==> config.mk <==
export PLATFORM = sky130hd
export DESIGN_NAME = crop_stream_buffer
export DESIGN_NICKNAME = d
export VERILOG_FILES = /design/src/rtl/crop_pkg.sv /design/src/rtl/crop_stream_fifo_mem.sv /design/src/rtl/crop_stream_buffer.sv
export SDC_FILE = /design/constraint.sdc
export NUM_CORES = 1
export LEC_CHECK = 0
export ABC_AREA = 1
export CAP_MARGIN = 20
export CORE_ASPECT_RATIO = 0.8
export CORE_UTILIZATION = 55
export CTS_CLUSTER_DIAMETER = 120
export DETAILED_ROUTE_END_ITERATION = 8
export HOLD_SLACK_MARGIN = 0.15
export MAX_ROUTING_LAYER = met4
export PLACE_DENSITY = 0.8
export SETUP_SLACK_MARGIN = 0.2
export SLEW_MARGIN = 20
export SYNTH_ARGS = -nofsm -noshare
export SYNTH_HDL_FRONTEND = slang
export SYNTH_HIERARCHICAL = 1
export SYNTH_SLANG_ARGS = --single-unit
==> constraint.sdc <==
create_clock -name clk -period 4.9 [get_ports clk]
set_input_delay 0.98 -clock clk [delete_from_list [all_inputs] [get_ports clk]]
set_output_delay 0.98 -clock clk [all_outputs]
set_load 0.005 [all_outputs]
==> src/rtl/crop_pkg.sv <==
// Shared constants, the stored-entry layout and the pointer-width helper for the
// crop stream buffer and its storage.
package crop_pkg;

   localparam int PIXEL_BIT_WIDTH_DEF = 12;
   localparam int OUT_ROWS_DEF        = 20;
   localparam int OUT_COLS_DEF        = 20;

   typedef struct packed {
      logic                           eof;
      logic                           eol;
      logic [PIXEL_BIT_WIDTH_DEF-1:0] pixel;
   } entry_t;

   // Index width for a 0..n-1 range; never below one bit so ports stay legal.
   function automatic int ptr_width(input int n);
      return (n > 1) ? $clog2(n) : 1;
   endfunction

endpackage

==> src/rtl/crop_stream_fifo_mem.sv <==
// DEPTH-entry register array: one synchronous write port, one asynchronous read
// port so the head entry falls through to the buffer output.
module crop_stream_fifo_mem
   import crop_pkg::*;
#(
   parameter int WIDTH = 14,
   parameter int DEPTH = 4,
   parameter int AW    = ptr_width(DEPTH)
) (
   input  logic             clk,
   input  logic             wr_en_i,
   input  logic [AW-1:0]    wr_addr_i,
   input  logic [WIDTH-1:0] wr_data_i,
   input  logic [AW-1:0]    rd_addr_i,
   output logic [WIDTH-1:0] rd_data_o
);

   logic [WIDTH-1:0] mem_q [DEPTH];

   always_ff @(posedge clk) begin
      if (wr_en_i) begin
         mem_q[wr_addr_i] <= wr_data_i;
      end
   end

   assign rd_data_o = mem_q[rd_addr_i];

endmodule

==> src/rtl/crop_stream_buffer.sv <==
// Elastic valid/ready buffer behind the crop filter with a registered in_ready.
// Define CROP_STREAM_BUFFER_FLAGS_EN to tag pixels with end-of-row/end-of-frame flags.
module crop_stream_buffer
   import crop_pkg::*;
#(
   parameter int PIXEL_BIT_WIDTH = PIXEL_BIT_WIDTH_DEF,
   parameter int DEPTH           = 4,
   parameter int OUT_ROWS        = OUT_ROWS_DEF,
   parameter int OUT_COLS        = OUT_COLS_DEF
) (
   input  logic                         clk,
   input  logic                         reset,
   input  logic [PIXEL_BIT_WIDTH-1:0]   pixel_in,
   input  logic                         in_valid,
   output logic                         in_ready,
   output logic [PIXEL_BIT_WIDTH-1:0]   pixel_out,
   output logic                         out_valid,
   input  logic                         out_ready,
   output logic                         eol,
   output logic                         eof,
   output logic [$clog2(DEPTH+1)-1:0]   level
);

   localparam int PW = ptr_width(DEPTH);
   localparam int CW = $clog2(DEPTH + 1);
`ifdef CROP_STREAM_BUFFER_FLAGS_EN
   localparam int EW = PIXEL_BIT_WIDTH + 2;
`else
   localparam int EW = PIXEL_BIT_WIDTH;
`endif

   if (DEPTH < 2 || OUT_ROWS < 1 || OUT_COLS < 1) begin : g_bad_cfg
      $error("crop_stream_buffer: DEPTH must be >= 2 and the frame non-empty");
   end

   logic [CW-1:0] count_q, count_d;
   logic [PW-1:0] wr_ptr_q, wr_ptr_d;
   logic [PW-1:0] rd_ptr_q, rd_ptr_d;
   logic          push;
   logic          pop;
   logic [EW-1:0] wr_data;
   logic [EW-1:0] rd_data;

   // Ready comes from the count register alone, so out_ready never reaches in_ready.
   assign in_ready  = (count_q != CW'(DEPTH));
   assign out_valid = (count_q != '0);
   assign push      = in_valid & in_ready;
   assign pop       = out_valid & out_ready;
   assign level     = count_q;

   always_comb begin
      count_d  = count_q;
      wr_ptr_d = wr_ptr_q;
      rd_ptr_d = rd_ptr_q;
      if (push) begin
         wr_ptr_d = (wr_ptr_q == PW'(DEPTH - 1)) ? '0 : wr_ptr_q + PW'(1);
      end
      if (pop) begin
         rd_ptr_d = (rd_ptr_q == PW'(DEPTH - 1)) ? '0 : rd_ptr_q + PW'(1);
      end
      case ({push, pop})
         2'b10:   count_d = count_q + CW'(1);
         2'b01:   count_d = count_q - CW'(1);
         default: count_d = count_q;
      endcase
   end

   always_ff @(posedge clk) begin
      if (reset) begin
         count_q  <= '0;
         wr_ptr_q <= '0;
         rd_ptr_q <= '0;
      end else begin
         count_q  <= count_d;
         wr_ptr_q <= wr_ptr_d;
         rd_ptr_q <= rd_ptr_d;
      end
   end

`ifdef CROP_STREAM_BUFFER_FLAGS_EN
   localparam int CLW = ptr_width(OUT_COLS);
   localparam int RWW = ptr_width(OUT_ROWS);

   logic [CLW-1:0] col_q, col_d;
   logic [RWW-1:0] row_q, row_d;
   logic           wr_eol;
   logic           wr_eof;
   logic           rd_eol;
   logic           rd_eof;

   // Flags are decided as the pixel enters, so the output side needs no counters.
   assign wr_eol = (col_q == CLW'(OUT_COLS - 1));
   assign wr_eof = wr_eol & (row_q == RWW'(OUT_ROWS - 1));

   always_comb begin
      col_d = col_q;
      row_d = row_q;
      if (push) begin
         if (wr_eol) begin
            col_d = '0;
            row_d = wr_eof ? '0 : row_q + RWW'(1);
         end else begin
            col_d = col_q + CLW'(1);
         end
      end
   end

   always_ff @(posedge clk) begin
      if (reset) begin
         col_q <= '0;
         row_q <= '0;
      end else begin
         col_q <= col_d;
         row_q <= row_d;
      end
   end

   assign wr_data                     = {wr_eof, wr_eol, pixel_in};
   assign {rd_eof, rd_eol, pixel_out} = rd_data;
   assign eol                         = out_valid & rd_eol;
   assign eof                         = out_valid & rd_eof;
`else
   assign wr_data   = pixel_in;
   assign pixel_out = rd_data;
   assign eol       = 1'b0;
   assign eof       = 1'b0;
`endif

   crop_stream_fifo_mem #(
      .WIDTH (EW),
      .DEPTH (DEPTH),
      .AW    (PW)
   ) u_mem (
      .clk       (clk),
      .wr_en_i   (push),
      .wr_addr_i (wr_ptr_q),
      .wr_data_i (wr_data),
      .rd_addr_i (rd_ptr_q),
      .rd_data_o (rd_data)
   );

endmodule

# After elaboration in Yosys (flattened, before gate mapping)
# Memories as Yosys holds them, arrays and structs flattened. A register that Yosys moved wholly into a read port is not among the register bits.
# Cells that the tools add are included.
# word_totals
regBits,7
mem_bits_rw,48
input_bits,16
output_inout_bits,19
memories,1
# memory_table
name,depth,width,read_ports,rd_ports_with_merged_regs,write_ports,line_no,rtl
u_mem.mem_q,4,12,1,1,1,crop_stream_fifo_mem.sv:18,logic [WIDTH-1:0] mem_q [DEPTH];
# op_classes
add_sub_neg,4
n_eq_ne,5
muxes,7
bitwise_logic,2
reduce_logical,2
# ops
cell,count
$mux 2,4
$eq 2x2->1 const B,3
$pmux 3 s2,1
$add 2x1->2 const B,2
$add 3x1->3 const B,1
$ne 3x3->1 const B,1
$reduce_bool 3->1,1
$sub 3x1->3 const B,1
$and 1x1->1,2
$eq 2x1->1 const B,1
$mux 1,2
$reduce_bool 2->1,1

# Depth between registers and ports, before layout
# Gate-level depths: netlist (run 1).
# logic_depth
word_depth,4
ltp_mapped,13
depth_no_buf,13

# Hierarchy
# The synthesis (run 1) kept the hierarchy.
# modules_own_cells
module,instances,cells_per_inst,area_per_inst_um2,seq_area_each_um2
crop_stream_fifo_mem,1,196,2102.0,1441.4
crop_stream_buffer,1,60,449.2,140.1

# Worst setup path before layout (run 1)
# Ideal clock, no wire load.
# synth_path
path_type,input to register
startpoint,input in_valid
endpoint,memory u_mem/mem_q[0][0] in the netlist's numbering (enable)
setup_ns,0.396
arrival_ns,1.990
required_time_ns,4.504
path_slack_ns,2.514
stages,4
path_buffers,0
cell_sequence,nand2_4 -> inv_1 -> inv_1 -> nor3_1
# synth_between
elab_chain_cells,3
# synth_lines
item,line_no,rtl
start: declaration,crop_stream_buffer.sv:14,"input logic in_valid,"
$and 1x1->1,crop_stream_buffer.sv:47,assign push = in_valid & in_ready;
named net push,crop_stream_buffer.sv:39,logic push;
$mux 1,crop_stream_fifo_mem.sv:21,if (wr_en_i) begin
$mux 1 (not written as such),crop_stream_fifo_mem.sv:22,mem_q[wr_addr_i] <= wr_data_i;
end: declaration,crop_stream_fifo_mem.sv:18,
# The timed path passes the listed nets, and every way through them passes these cells.

==> impl_results.md, run 1 <==
- Status: completed
- Design area: 0.00300 sq mm
- Layout Utilization: 69.7%
- Met2 Wirelength: 2080 microns
- Via count: 1,673
- Critical path class: register to output port
- Layout cells sized above 1: 10.6%
- # clock sinks: 55
- Setup violators final: 0
- CTS tree: yes
- Post-DP HPWL: 2830 microns
- Synth Cell Area: 0.00255 sq mm
- Met1 WL: 1960 microns
- Netlist cell types: 25
- First-pass GRT wire length: 7060 microns
- Top sig layer: met4
- Number of port buffers: 32
- Cell count after synthesis: 256
- Worst EP required: 3.92 ns
- Largest net degree at the start of global routing: 29
- Initial antenna violation count: 0
- Final net count: 311
- Seq cells post-synth: 55
- Routed WL per cell: 12.2 microns
- Post-CTS Setup Inserts: 0
- Max-slew headroom: 30.8%
- Clk root buf: clkbuf_8
- Syn. warnings: 6
- CP arrival: 2.39 ns
- Metal3 WL: 208 microns
- Num rows: 21
- Post-layout min period: 3.37 ns
- Crit share post-route: 68.8%
- RSZ-0062 raised after global routing: no
- Reg-to-Reg Start: level[1]
- Hold Path Class: register to register
- Routability cong.: 0.810
- Synth top area cells: edfxtp_1 (56%), inv_1 (9.3%), nand2_1 (8.8%), dfxtp_1 (5.5%), nand3_1 (4.9%)
- CP Max Fanout: 28
- Initial Utilization: 59.2%
- Clk_lat worst skew: 0.30 ns
- Total track usage: 19.9%
- Vias/cell: 4.79
- Worst Min Path Start: wr_ptr_q[1]
- Worst VDD drop: 0.000237 V
- Final hold vios: 0
- Max Clk Rate: 0.297 GHz
- Sequential cell area fraction in the yosys report: 62.0%
- Slew Viols, Final: 0
- Max-cap viol count: 0
- Post-synth EDFFs: 48
- Clock transition at path regs: 0.09 ns
- Die height: 62.9 microns
- Layout Skew: 0.00709 ns
- # fillers: 336
- Die Wd: 78.1 microns
- CP endpoint kind: output port
- Static Leak: 1.36 nW
- WL final: 4260 microns
- Hold_buf cts: 0
- Dpl cell area: 0.00290 sq mm
- Setup TNS Final: 0 ns
- Area growth syn-to-layout: 17.7%
- Syn avg cell area: 9.97 sq um
- # H-tree levels: 2
- Beginning of the critical path: rd_ptr_q[0]
- GRT Residual Overflow: 0
- Yosys top cell by area: edfxtp_1
- Main flop type after synthesis: edfxtp_1
- Remaining antenna violation count: 0
- Fraction of registers with async set/reset: 0%
- Total CTS buffers: 5
- Total Power: 0.00140 W
- Worst setup SP type: register
- Vias in the first global route: 1,596
- Tightest Pin Transition: 1.04 ns
- Clk buf depth: 2
- Die footprint: 0.00492 sq mm
- PostCTS Resize Cnt: 0
- Sequential cell area: 0.00158 sq mm
- Initial DRC count: 77
- Area occupied by multi-input gates: 643 sq um
- Io pins: 35
- Antenna diode count: 0
- # DRC: 0
- DR pass1 iterations: 4
- Power Density: 467 mW/mm^2
- Core area: 0.00431 sq mm
- Top cells by count, synth: inv_1 (63), nand2_1 (60), edfxtp_1 (48)
- Count leader, synth: inv_1
- Share of the synthesized area in the top cell type: 56.5%
logic make-up after synthesis:
family / synth area share [%]
simple gates: 21.5
fa+ha+maj: 2.26
compound gates: 1.18
buf+inv: 12.9
other cells: 0.147
flops: 62.0
critical path: stages, from the launching register on:
cell,delay [ns]
dfxtp_1,1.02
inv_6,0.23
nand2_2,0.13
nand3_1,0.09
nand2_1,0.11
clkdlybuf4s50_1,0.50
placed cells by master, fill, tap and decap left out, types with 2 or more instances in the layout:
| cell type | Yosys | routed |
|---|---|---|
| clkdlybuf4s50_1 | 0 | 32 |
| nand3_1 | 25 | 25 |
| nor2_2 | 2 | 2 |
| nand2_1 | 60 | 60 |
| conb_1 | 1 | 2 |
| o21ai_0 | 2 | 2 |
| nand2_4 | 3 | 3 |
| ha_1 | 3 | 3 |
| nor2_1 | 7 | 7 |
| nand2_2 | 11 | 11 |
| inv_1 | 63 | 63 |
| nor3_1 | 4 | 4 |
| a21oi_1 | 4 | 4 |
| edfxtp_1 | 48 | 48 |
| clkbuf_8 | 0 | 5 |
| buf_4 | 3 | 4 |
| dfxtp_1 | 7 | 7 |
sequential cells by signal, summed over array words and instances, names as in the netlist:
register,flops
rd_ptr_q,2
level,3
u_mem/mem_q,48
wr_ptr_q,2
report_power, final:
group          internal (W)  switching [W]
Combinational      0.000245       0.000241
Clock              0.000150       0.000134
Sequential         0.000567      0.0000662
path summary, 6_finish.rpt:
path | cells after the start | slack, ns | end
min reg2reg | 2 | 0.56 | wr_ptr_q[1]
max reg2reg | 11 | 3.13 | level[2]
max | 5 | 1.53 | pixel_out[4]
min | 2 | 0.56 | wr_ptr_q[1]
layer usage:
metal	up-vias	global-route usage (%)
met5	-	-
met4	0	6.25
met3	2	4.09
met2	39	32.7
met1	771	24.8
li1	861	-
final cells by class:
cell class | count | area share [%]
Multi-Input combinational cell | 128 | 21.4
Clock buffer | 5 | 2.29
Inverter | 65 | 8.29
Tap cell | 57 | 2.37
Clock inverter | 3 | 1.29
Sequential cell | 55 | 52.7
Timing Repair Buffer | 36 | 11.7
stage by stage:
stage / hold slack, ns / cells / setup WS [ns]
6_report: 0.565 / 349 / 1.53
5_1_grt: 0.616 / 349 / 1.39
4_1_cts: 0.566 / 349 / 1.52
3_5_place_dp: 0.554 / 341 / 1.89
3_3_place_gp: 0.541 / 341 / 1.96
2_1_floorplan: 0.520 / 257 / 2.51
(Power assumes the default switching activity.)
==> inputs of run 2 (changes only) <==
Settings changed: CORE_UTILIZATION 55 to 49, PLACE_DENSITY 0.8 to 0.75.
Clock period 4.9 ns to 2.9 ns, I/O delays scaled along.
==> impl_results.md, run 2 (synthesis results as in run 1) <==
- Final net count: 314 (+0.96%)
- Core area: 0.00501 sq mm (+16%)
- Number of port buffers: 32 (unchanged)
- Most frequent cells in the layout: inv_1 (63), nand2_1 (60), edfxtp_1 (48)
- CP arrival: 1.82 ns (-0.57 ns)
- # DRC: 0 (unchanged)
- Initial DRC count: 67 (-13%)
- Clk root buf: clkbuf_8
- Layout cells sized above 1: 12.9% (+2.3 points)
- Finished Layout Cells: 357 (+2.3%)
- Dpl cell area: 0.00294 sq mm (+1.7%)
- Max Clk Rate: 0.417 GHz
- Largest net degree at the start of global routing: 25 (-14%)
- Io pins: 35 (unchanged)
- DR pass1 iterations: 4 (unchanged)
- Area growth syn-to-layout: 19.6%
- Die height: 66.5 microns (+5.8%)
- GRT Residual Overflow: 0 (unchanged)
- Total track usage: 18.7% (-1.1 points)
- Die footprint: 0.00550 sq mm (+12%)
- Crit share post-route: 82.7%
- Total CTS buffers: 5 (unchanged)
- Initial antenna violation count: 0 (unchanged)
- Vias/cell: 4.73 (-1.4%)
- Antenna diode count: 0 (unchanged)
- R2r worst-path depth: 13 (+2)
- Crit path to: pixel_out[8]
- Post-CTS Setup Inserts: 0 (unchanged)
- CP endpoint kind: output port
- Final hold vios: 0 (unchanged)
- CTS tree: yes
- Largest register by flop count: u_mem/mem_q
- Setup TNS Final: 0 ns (unchanged)
- FF-to-FF setup slack: 1.13 ns (-2.00 ns)
- Layout Skew: 0.00663 ns (-0.000460 ns)
- Commonest non-fill, non-tap cell in the layout: inv_1
- Critical path class: register to output port
- Worst VDD drop: 0.000370 V (+56%)
- Static Leak: 1.38 nW (+1.5%)
- Setup violators final: 0 (unchanged)
- Status: completed
- Worst setup SP type: register
- Routed WL per cell: 12.4 microns (+1.4%)
- RSZ-0062 raised after global routing: no
- # fillers: 413 (+23%)
- Clk buf depth: 2 (unchanged)
- Vias in the first global route: 1,639 (+2.7%)
- Hold Path Class: register to register
- Num rows: 23 (+9.5%)
- Sequential cell area: 0.00158 sq mm (unchanged)
- Max-cap viol count: 0 (unchanged)
- Worst EP required: 2.32 ns (-1.60 ns)
- Slew Viols, Final: 0 (unchanged)
- PostCTS Resize Cnt: 0 (unchanged)
- Beginning of the critical path: rd_ptr_q[0]
- Number of flip-flops in the largest register: 48 (unchanged)
- Clock transition at path regs: 0.09 ns (about the same)
- CP Max Fanout: 24 (-14%)
- # clock sinks: 55 (unchanged)
- Area occupied by multi-input gates: 663 sq um (+3.1%)
- WL final: 4420 microns (+3.7%)
- Reg-to-Reg Start: level[2]
- Routability cong.: 0.745 (-8.0%)
- Layout Utilization: 60.9% (-8.7 points)
- Post-Place Cells: 349 (+2.3%)
- Reg-to-reg endpoint: level[2]
- Power Density: 790 mW/mm^2 (+69%)
- First-pass GRT wire length: 7230 microns (+2.5%)
- # H-tree levels: 2 (unchanged)
- Hold_buf cts: 0 (unchanged)
- Remaining antenna violation count: 0 (unchanged)
- Initial Utilization: 50.9% (-8.3 points)
- Post-layout min period: 2.40 ns
- Die Wd: 82.7 microns (+5.8%)
- Design area: 0.00305 sq mm (+1.6%)
- Post-DP HPWL: 2980 microns (+5.2%)
- Clk_lat worst skew: 0.31 ns (about the same)
- Via count: 1,688 (+0.90%)
## run 2: cell type report
class | instances | area share (%)
Clock buffer | 5 | 2.26
Clock inverter | 3 | 1.27
Inverter | 65 | 8.16
Multi-Input combinational cell | 128 | 21.7
Sequential cell | 55 | 51.8
Tap cell | 62 | 2.54
Timing Repair Buffer | 39 | 12.2
## run 2: power breakdown
part	total (W)	internal (W)	switching [W]	leakage [nW]
clock network	0.000485	0.000253	0.000232	0.0556
registers	0.00101	0.000958	0.0000557	0.498
logic	0.000912	0.000436	0.000477	0.823
total	0.00241	0.00165	0.000764	1.38
## run 2: per-stage QoR
| step | setup slack, ns | power, W | hold WS, ns |
|---|---|---|---|
| final | 0.501 | 0.00241 | 0.581 |
| after global routing | 0.352 | 0.00259 | 0.615 |
| after CTS | 0.473 | 0.00244 | 0.586 |
| after global placement | 0.689 | 0.00193 | 0.571 |
| after floorplan | 0.914 | 0.00157 | 0.520 |
| after detailed placement | 0.618 | 0.00196 | 0.570 |
## run 2: worst max-delay path, stage by stage (launching register included)
cell and delay, ns:
dfxtp_1 0.41, buf_4 0.23, inv_6 0.12, nand2_1 0.09, nand3_1 0.06, nand2_1 0.09
clkdlybuf4s50_1 0.50
## run 2: metal layers
metal / vias up / global-route usage (%) / wire length, microns
li1: 861 / - / -
met1: 786 / 21.1 / 1940
met2: 35 / 32.5 / 2230
met3: 6 / 3.70 / 177
met4: 0 / 7.76 / 73
met5: - / - / 0
## run 2: worst min-delay path by stage
stage,start,endpoint,cells past startpoint
after global routing,wr_ptr_q[1],wr_ptr_q[1],2
after CTS,wr_ptr_q[1],wr_ptr_q[1],2
after detailed placement,wr_ptr_q[1],wr_ptr_q[1],2
final,wr_ptr_q[1],wr_ptr_q[1],2
after global placement,wr_ptr_q[1],wr_ptr_q[1],2
after floorplan,wr_ptr_q[1],wr_ptr_q[1],2
==> inputs of run 3 (changes only) <==
Clock period 2.9 ns to 2.1 ns, I/O delays scaled along.
==> impl_results.md, run 3 (synthesis results as in run 1) <==
- Status: completed
- Io pins: 35 (unchanged)
- Antenna diode count: 0 (unchanged)
- Total track usage: 18.7% (-0.067 points)
- Max-cap viol count: 0 (unchanged)
- Clk buf depth: 2 (unchanged)
- Vias in the first global route: 1,620 (-1.2%)
- Slew Viols, Final: 0 (unchanged)
- Final net count: 322 (+2.5%)
- Area growth syn-to-layout: 23.3%
- Reg-to-Reg Start: level[1]
- Number of flip-flops in the largest register: 48 (unchanged)
- Num rows: 23 (unchanged)
- Clk root buf: clkbuf_8
- Initial DRC count: 97 (+45%)
- Post-layout min period: 1.82 ns
- Design area: 0.00315 sq mm (+3.1%)
- GRT Residual Overflow: 0 (unchanged)
- Total CTS buffers: 5 (unchanged)
- Initial Utilization: 50.9% (unchanged)
- Hold_buf cts: 0 (unchanged)
- RSZ-0062 raised after global routing: yes
- Crit share post-route: 86.8%
- Initial antenna violation count: 0 (unchanged)
- Worst setup SP type: register
- # clock sinks: 55 (unchanged)
- Routability cong.: 0.797 (+7.0%)
- Core area: 0.00501 sq mm (unchanged)
- Static Leak: 1.47 nW (+6.5%)
- Largest net degree at the start of global routing: 25 (unchanged)
- Worst VDD drop: 0.000541 V (+46%)
- Via count: 1,706 (+1.1%)
- Setup violators final: 0 (unchanged)
- Post-DP HPWL: 2780 microns (-6.7%)
- Die Wd: 82.7 microns (unchanged)
- Routed WL per cell: 12.1 microns (-2.5%)
- CP Max Fanout: 8 (-67%)
- DR pass1 iterations: 4 (unchanged)
- Number of port buffers: 32 (unchanged)
- Hold Path Class: register to register
- Worst Min Path Start: level[0]
- First-pass GRT wire length: 7160 microns (-0.95%)
- CTS tree: yes
- Layout Skew: 0.00602 ns (-0.000610 ns)
- Critical path class: register to output port
- Commonest non-fill, non-tap cell in the layout: inv_1
- Post-Place Cells: 350 (+0.29%)
- CP endpoint kind: output port
- Die footprint: 0.00550 sq mm (unchanged)
- Die height: 66.5 microns (unchanged)
- Finished Layout Cells: 365 (+2.2%)
- Beginning of the critical path: rd_ptr_q[0]
- Vias/cell: 4.67 (-1.1%)
- WL final: 4410 microns (-0.32%)
- Worst EP required: 1.68 ns (-0.64 ns)
- Max Clk Rate: 0.549 GHz
- Power Density: 1040 mW/mm^2 (+32%)
- Clk_lat worst skew: 0.29 ns (-0.02 ns)
- Largest register by flop count: u_mem/mem_q
- Most frequent cells in the layout: inv_1 (62), nand2_1 (60), edfxtp_1 (48)
- # DRC: 0 (unchanged)
- Layout cells sized above 1: 16.8% (+4.0 points)
- Min Hold Slack: 0.585 ns (+0.00436 ns)
- Remaining antenna violation count: 0 (unchanged)
- # fillers: 379 (-8.2%)
- Dpl cell area: 0.00296 sq mm (+0.68%)
- CP arrival: 1.40 ns (-0.42 ns)
- # H-tree levels: 2 (unchanged)
- Final hold vios: 0 (unchanged)
- Clock transition at path regs: 0.09 ns (about the same)
run 3: metrics by stage:
stage,utilization (%),setup slack [ns],power [W],setup TNS [ns]
6_report,62.8,0.277,0.00328,0
3_3_place_gp,59.2,0.0615,0.00268,0
4_1_cts,62.1,0.120,0.00329,0
5_1_grt,62.8,0.186,0.00349,0
2_1_floorplan,-,0.128,0.00216,0
3_5_place_dp,59.2,-0.00172,0.00270,-0.00172
run 3: timing repair:
action,in CTS,in global routing
resized for setup,17,8
buffers inserted,4,2
cloned,1,0
setup endpoints to repair,12,8
run 3: power by group:
group          switching [W]  total, W  leakage [nW]  internal, W
Combinational       0.000674   0.00131         0.924     0.000639
Clock               0.000302  0.000535        0.0412     0.000233
Sequential         0.0000974   0.00143         0.500      0.00134
run 3: layer usage:
metal  up-vias  part of all wire [%]  GRT usage (%)  wire [microns]
met5         -                     0              -               0
met4         0                   1.2           7.33              53
met3         6                   5.6           3.70             249
met2        48                    50           30.4            2190
met1       773                    44           22.9            1920
li1        879                     -              -               -
run 3: path summary, 6_finish.rpt:
check | to | slack [ns] | cells past startpoint
hold reg to reg | level[0] | 0.59 | 2
setup / recovery | pixel_out[8] | 0.28 | 6
hold / removal | level[0] | 0.59 | 2
setup reg to reg | level[2] | 0.35 | 11
run 3: final cells by class:
type / instances / area, sq um / area share (%)
Inverter: 65 / 255 / 8.11
Multi-Input combinational cell: 128 / 663 / 21.1
Tap cell: 62 / 77.6 / 2.47
Clock buffer: 6 / 72.6 / 2.31
Clock inverter: 2 / 12.5 / 0.398
Sequential cell: 55 / 1590 / 50.6
Timing Repair Buffer: 47 / 473 / 15.0
run 3: worst max-delay path, cell delays in order, from the launching register on:
cell           delay, ns
dfxtp_4             0.42
buf_4               0.13
buf_6               0.11
nand2_1             0.05
nand3_1             0.08
nand2_1             0.06
dlygate4sd2_1       0.26
